[config.mk]
export PLATFORM = sky130hd
export DESIGN_NAME = pc_fetch_ctrl_flat
export DESIGN_NICKNAME = d
export VERILOG_FILES = /design/src/rtl/mips_pkg.sv /design/src/rtl/pc_fetch_ctrl_if.sv /design/src/rtl/next_pc_calc.sv /design/src/rtl/pc_fetch_ctrl.sv /design/src/flat_wrapper.sv
export SDC_FILE = /design/constraint.sdc
export NUM_CORES = 1
export LEC_CHECK = 0
export CAP_MARGIN = 25
export CORE_MARGIN = 3
export CORE_UTILIZATION = 45
export DETAILED_ROUTE_END_ITERATION = 12
export PLACE_DENSITY_LB_ADDON = 0.08
export SLEW_MARGIN = 20
export SYNTH_ARGS = -nofsm -noshare
export SYNTH_HDL_FRONTEND = slang
export SYNTH_HIERARCHICAL = 1
export SYNTH_SLANG_ARGS = --single-unit
[constraint.sdc]
create_clock -name clk -period 10.4 [get_ports clk]
set_input_delay 1.04 -clock clk [delete_from_list [all_inputs] [get_ports clk]]
set_output_delay 1.04 -clock clk [all_outputs]
set_load 0.03 [all_outputs]
[src/rtl/mips_pkg.sv]
// Shared encodings and default vectors for the MIPS fetch sequencer.
// Optional build macro: MIPS_DELAY_SLOT_EN.
package mips_pkg;

  typedef enum logic [1:0] {
    RD_BRANCH = 2'b00,
    RD_JUMP   = 2'b01,
    RD_JR     = 2'b10,
    RD_RSVD   = 2'b11
  } rd_type_e;

  typedef enum logic [1:0] {
    ST_RESET  = 2'b00,
    ST_FETCH  = 2'b01,
    ST_EXC    = 2'b10,
    ST_HALTED = 2'b11
  } state_e;

  localparam logic [31:0] DEF_RESET_VECTOR = 32'h0000_0000;
  localparam logic [31:0] DEF_EXC_VECTOR   = 32'h0000_0180;

endpackage

[src/rtl/pc_fetch_ctrl_if.sv]
// Instruction-memory fetch handshake between the PC sequencer
// and instruction memory.
interface pc_fetch_ctrl_if;
  logic        imem_req;
  logic [31:0] imem_addr;
  logic        imem_ack;

  modport master (
    output imem_req,
    output imem_addr,
    input  imem_ack
  );

  modport slave (
    input  imem_req,
    input  imem_addr,
    output imem_ack
  );
endinterface

[src/rtl/next_pc_calc.sv]
// Combinational redirect target for branch, jump and jr,
// plus jr misalignment detection.
module next_pc_calc
  import mips_pkg::*;
(
  input  logic [31:0] pc,
  input  logic [1:0]  redirect_type,
  input  logic [31:0] br_offset,
  input  logic [25:0] jump_index,
  input  logic [31:0] jr_target,
  output logic [31:0] target,
  output logic        misaligned
);

  logic [31:0] seq;

  assign seq = pc + 32'd4;

  always_comb begin
    target     = seq;
    misaligned = 1'b0;
    unique case (1'b1)
      (redirect_type == RD_BRANCH):
        target = seq + {br_offset[29:0], 2'b00};
      (redirect_type == RD_JUMP):
        target = {seq[31:28], jump_index, 2'b00};
      (redirect_type == RD_JR): begin
        target     = jr_target;
        misaligned = |jr_target[1:0];
      end
      default: target = seq;
    endcase
  end

endmodule

[src/rtl/pc_fetch_ctrl.sv]
// PC owner and fetch sequencer for the MIPS core.
// Optional build macro: MIPS_DELAY_SLOT_EN (branch delay slot).
module pc_fetch_ctrl
  import mips_pkg::*;
#(
  parameter logic [31:0] RESET_VECTOR = DEF_RESET_VECTOR,
  parameter logic [31:0] EXC_VECTOR   = DEF_EXC_VECTOR
) (
  input  logic               clk,
  input  logic               rst,
  pc_fetch_ctrl_if.master    imem,
  input  logic               stall,
  input  logic               redirect_valid,
  input  logic [1:0]         redirect_type,
  input  logic [31:0]        br_offset,
  input  logic [25:0]        jump_index,
  input  logic [31:0]        jr_target,
  input  logic               exc_req,
  input  logic               halt,
  output logic [31:0]        pc,
  output logic [31:0]        pc_plus4,
  output logic [31:0]        epc,
  output logic [1:0]         state
);

  state_e      st;
  logic        req;
  logic [31:0] target;
  logic        misaligned;
  logic        retire;
  logic        take_redir;
  logic [31:0] seq_pc;
  logic [31:0] exc_epc;

  next_pc_calc u_calc (
    .pc            (pc),
    .redirect_type (redirect_type),
    .br_offset     (br_offset),
    .jump_index    (jump_index),
    .jr_target     (jr_target),
    .target        (target),
    .misaligned    (misaligned)
  );

  assign pc_plus4       = pc + 32'd4;
  assign state          = st;
  assign imem.imem_req  = req;
  assign imem.imem_addr = pc;
  assign retire         = imem.imem_ack && !stall;

`ifdef MIPS_DELAY_SLOT_EN
  logic        pend_v;
  logic [31:0] pend;

  // Inside a delay slot the faulting PC is reported as the branch.
  assign seq_pc     = pend_v ? pend : pc_plus4;
  assign exc_epc    = pend_v ? pc - 32'd4 : pc;
  assign take_redir = redirect_valid && !pend_v &&
                      (redirect_type != RD_RSVD);
`else
  assign seq_pc     = pc_plus4;
  assign exc_epc    = pc;
  assign take_redir = redirect_valid &&
                      (redirect_type != RD_RSVD);
`endif

  always_ff @(posedge clk) begin
    if (rst) begin
      st  <= ST_RESET;
      pc  <= RESET_VECTOR;
      epc <= 32'd0;
      req <= 1'b0;
`ifdef MIPS_DELAY_SLOT_EN
      pend_v <= 1'b0;
      pend   <= 32'd0;
`endif
    end else begin
      unique case (st)
        ST_RESET, ST_EXC: begin
          st  <= ST_FETCH;
          req <= 1'b1;
        end
        ST_HALTED: begin
          if (exc_req) begin
            epc <= pc;
            pc  <= EXC_VECTOR;
            st  <= ST_EXC;
          end
        end
        ST_FETCH: begin
          if (retire) begin
            if (exc_req || (take_redir && misaligned)) begin
              epc <= exc_epc;
              pc  <= EXC_VECTOR;
              st  <= ST_EXC;
              req <= 1'b0;
`ifdef MIPS_DELAY_SLOT_EN
              pend_v <= 1'b0;
`endif
            end else if (halt) begin
              pc  <= seq_pc;
              st  <= ST_HALTED;
              req <= 1'b0;
`ifdef MIPS_DELAY_SLOT_EN
              pend_v <= 1'b0;
`endif
            end else if (take_redir) begin
`ifdef MIPS_DELAY_SLOT_EN
              pend   <= target;
              pend_v <= 1'b1;
              pc     <= pc_plus4;
`else
              pc <= target;
`endif
            end else begin
              pc <= seq_pc;
`ifdef MIPS_DELAY_SLOT_EN
              pend_v <= 1'b0;
`endif
            end
          end
        end
        default: st <= ST_RESET;
      endcase
    end
  end

endmodule

[src/flat_wrapper.sv]
// flat-port wrapper written by rule: the top's interface ports become plain ports
module pc_fetch_ctrl_flat import mips_pkg::*;
#(
  parameter logic [31:0] RESET_VECTOR = DEF_RESET_VECTOR,
  parameter logic [31:0] EXC_VECTOR   = DEF_EXC_VECTOR
)
  (clk, rst, stall, redirect_valid, redirect_type, br_offset, jump_index, jr_target, exc_req, halt, pc, pc_plus4, epc, state, imem_imem_req, imem_imem_addr, imem_imem_ack);
  pc_fetch_ctrl_if imem_i ();
  input  logic clk;
  input  logic rst;
  input  logic stall;
  input  logic redirect_valid;
  input  logic [1:0] redirect_type;
  input  logic [31:0] br_offset;
  input  logic [25:0] jump_index;
  input  logic [31:0] jr_target;
  input  logic exc_req;
  input  logic halt;
  output logic [31:0] pc;
  output logic [31:0] pc_plus4;
  output logic [31:0] epc;
  output logic [1:0] state;
  output wire logic [$bits(imem_i.imem_req)-1:0] imem_imem_req;
  output wire logic [$bits(imem_i.imem_addr)-1:0] imem_imem_addr;
  input wire logic [$bits(imem_i.imem_ack)-1:0] imem_imem_ack;
  assign imem_imem_req = imem_i.imem_req;
  assign imem_imem_addr = imem_i.imem_addr;
  assign imem_i.imem_ack = imem_imem_ack;
  pc_fetch_ctrl #(.RESET_VECTOR(RESET_VECTOR), .EXC_VECTOR(EXC_VECTOR)) u_core (.clk(clk), .rst(rst), .imem(imem_i), .stall(stall), .redirect_valid(redirect_valid), .redirect_type(redirect_type), .br_offset(br_offset), .jump_index(jump_index), .jr_target(jr_target), .exc_req(exc_req), .halt(halt), .pc(pc), .pc_plus4(pc_plus4), .epc(epc), .state(state));
endmodule
==> metrics.yaml <==
fin_crit_ps: 5047
ys_warn_count: 6
grt_antenna_before_repair: 3
grt_setup_unrepaired: "false"
drc: 0
p_switching_uw: 182.0
clock_power_share: 0.485
detailedRoute.firstPassIterationCount: 7
synthMostInstantiatedCell: "sky130_fd_sc_hd__nand2_1"
setup.worst_path.start_class: "register"
crit_path_buffers_inverters: 0
sequential_share_of_the_synthesized_area: 0.2107
worstHoldPathType: "register to register"
yosys_register_bits: 67
timing.clock.skew_ps: 4.614
synth_cell_type_count: 75
run_status: "finished clean"
standard_cell_row_count: 42
htree_num_levels: 3
floorplan.die_area_sq_um: 15610
gp_congestion: 0.9322
critical_path_depth: 17
post_cts_resize_count: 0
arr_time_crit_path_ps: 5270
grt_usage: 0.2678
post_drt_via_cell_ratio: 6.004
timing.critical_path.cells: "ha_1 > nand3_1 > nor2_1 > nand4_1 > xnor2_1 > ha_1 > and4_1 > a221oi_2 > o21ai_0 > a21o_1 > o221a_1 > a31o_1 > a311o_1 > xor2_1 > mux4_2 > a22o_1 > a22o_1"
max-clock-path-buffers: 2
cts.sink_count: 67
post-place-ws_ps: 5467
static-leakage-power_nw: 3.402
crit_family: "compound AO/OA/AOI/OAI gates"
part_of_the_power_in_combinational_logic: 0.180
max_slew_margin: 0.4123
crit_path_max_incr_delay_ps: 620
routed_wirelength_mm: 21.91
clkLatencyLatePin_ps: 340
synth_fp_nets: 904
synthesis.area_sq_um: 6367
synthTopCellsByArea: "sky130_fd_sc_hd__dfxtp_1, sky130_fd_sc_hd__mux4_2, sky130_fd_sc_hd__ha_1, sky130_fd_sc_hd__nand2_1, sky130_fd_sc_hd__xnor2_1"
cpMaxStageDelayCell: "sky130_fd_sc_hd__dfxtp_1"
asyncSetResetFlopFracSynth: 0
syn2layout_area_growth_pct: 38.42
numCtsBuffers: 9
layout-drive-gt1-share: 0.07651
cts_post_setup_buffers_inserted: 0
drt_iter0_drc: 609
finalHoldViolations: 0
worstMarginPinSlew_ps: 881.5
post-synth-top-area-fraction: 0.2107
dp_hpwl_mm: 17.21
setup.worst_path.class: "register to register"
antenna-diode-count: 0
worst_ep_required_time_ps: 10630
netSwitchingFraction: 0.2317
seq_power_share: 0.335
final.period_utilization: 0.4853
routed-via-count: 6706
place.port_buffers: 227
tritoncts_clock_tree: "yes"
post_synth_most_frequent_cells: "sky130_fd_sc_hd__nand2_1, sky130_fd_sc_hd__dfxtp_1, sky130_fd_sc_hd__a21oi_1, sky130_fd_sc_hd__nor2_1, sky130_fd_sc_hd__xnor2_1"
core_region_area_sq_um: 13560
synthCells: 768
ant_nets: 0
gr-total-overflow: 0
die_width_um: 125.0
grt_max_degree: 49
synthDominantAreaCellType: "sky130_fd_sc_hd__dfxtp_1"
synth_edf_count: 0
final.setup.worst_slack_ps: 5353
pin_count: 230
vdd.ir_drop.worst_v: 0.00007953
pwr_density_cell_nw_per_um2: 89.10
global_route_wire_length_before_repair_mm: 33.91
report.final.slew_viol_count: 0
cap_violations: 0
critical_path_peak_fanout: 12
finalSetupViolCount: 0
end_kind: "register"
internal_power_uw: 603.3
root_buffer: "sky130_fd_sc_hd__clkbuf_16"
hold_buffers: 0
reg2reg_depth: 17
path_clk_slew_ps: 50
fp.dieH_um: 125.0
finalNetCount: 1072
syn-mean-instance-area_sq_um: 8.291
routedWlPerCell_um: 19.62
max_freq_mhz: 198.1
final.setup.tns_ps: 0
timing.hold.worst_path_depth: 2
initial_core_util: 0.4696
grt_pass1_vias: 6186
synth_top_flop_cell: "sky130_fd_sc_hd__dfxtp_1"
power groups by stage:
stage          Combinational [mW]  Sequential, mW  Clock (mW)
6_report                    0.141           0.263       0.381
5_1_grt                     0.150           0.263       0.390
4_1_cts                     0.140           0.263       0.382
3_5_place_dp                0.139           0.268           0
3_3_place_gp                0.136           0.268           0
2_1_floorplan              0.0726           0.270           0
layout make-up:
cell class / count / area (sq um)
Sequential cell: 67 / 1341
Multi-Input combinational cell: 611 / 4506
Fill cell: 1164 / 4745
Inverter: 14 / 52.55
Tap cell: 176 / 220.2
Clock buffer: 12 / 256.5
Clock inverter: 4 / 120.1
Timing Repair Buffer: 233 / 2317
registers in the layout (all words and copies together) (netlist names):
| name | flops |
|---|---|
| u_core/epc | 32 |
| u_core/imem.imem_addr | 32 |
| u_core/imem.imem_req | 1 |
| u_core/state | 2 |
tightest hold or removal path: stages, from the launching register on:
cell and delay (ps):
sky130_fd_sc_hd__dfxtp_1 300, sky130_fd_sc_hd__nand2_1 50, sky130_fd_sc_hd__a21oi_1 50
path summary, 6_finish.rpt:
| kind | startpoint | to | slack [ps] |
|---|---|---|---|
| setup / recovery | u_core/imem.imem_addr[2] | u_core/imem.imem_addr[24] | 5350 |
| setup reg to reg | u_core/imem.imem_addr[2] | u_core/imem.imem_addr[24] | 5350 |
| hold reg to reg | u_core/epc[9] | u_core/epc[9] | 450 |
| hold / removal | u_core/epc[9] | u_core/epc[9] | 450 |
per-layer routing:
layer / vias up / wire length (um) / GRT usage / part of all wire
li1: 3129 / - / - / -
met1: 3184 / 9675 / 0.3865 / 0.44
met2: 357 / 9976 / 0.4211 / 0.46
met3: 30 / 1857 / 0.03710 / 0.085
met4: 6 / 361 / 0.07526 / 0.016
met5: - / 40 / 0 / 0.0018
through the flow:
step | hold WS (ps) | utilization | std cells | instance area, sq um | power, mW
2_1_floorplan | 580.7 | - | 768 | 6367 | 0.3425
3_3_place_gp | 441.0 | 0.6208 | 1099 | 8417 | 0.4042
3_5_place_dp | 448.1 | 0.6223 | 1101 | 8437 | 0.4074
4_1_cts | 455.7 | 0.6501 | 1117 | 8813 | 0.7851
5_1_grt | 472.5 | 0.6501 | 1117 | 8813 | 0.8041
6_report | 452.5 | 0.6501 | 1117 | 8813 | 0.7852
layout by cell type (no fill, tap or decap), drive strengths merged, types with 8 or more instances in the layout:
| cell | instances |
|---|---|
| a21o | 12 |
| a22oi | 10 |
| and4 | 8 |
| a21oi | 55 |
| ha | 36 |
| nor3 | 10 |
| clkbuf | 12 |
| xor2 | 35 |
| xnor2 | 45 |
| clkdlybuf4s50 | 226 |
| nand2 | 109 |
| nor2 | 47 |
| dfxtp | 67 |
| nand4 | 20 |
| o21ai | 23 |
| mux4 | 24 |
| nand3 | 29 |
| nand2b | 10 |
| and3 | 14 |
| a22o | 33 |
| inv | 14 |
kinds of logic after synthesis:
family	after synthesis	share of synthesized area
compound gates	190	0.2118
xor+xnor	80	0.1100
fa+ha+maj	37	0.07388
flops	67	0.2107
buf+inv	90	0.08312
mux	29	0.09314
simple gates	275	0.2173
Power figures use the tool's default switching activity.
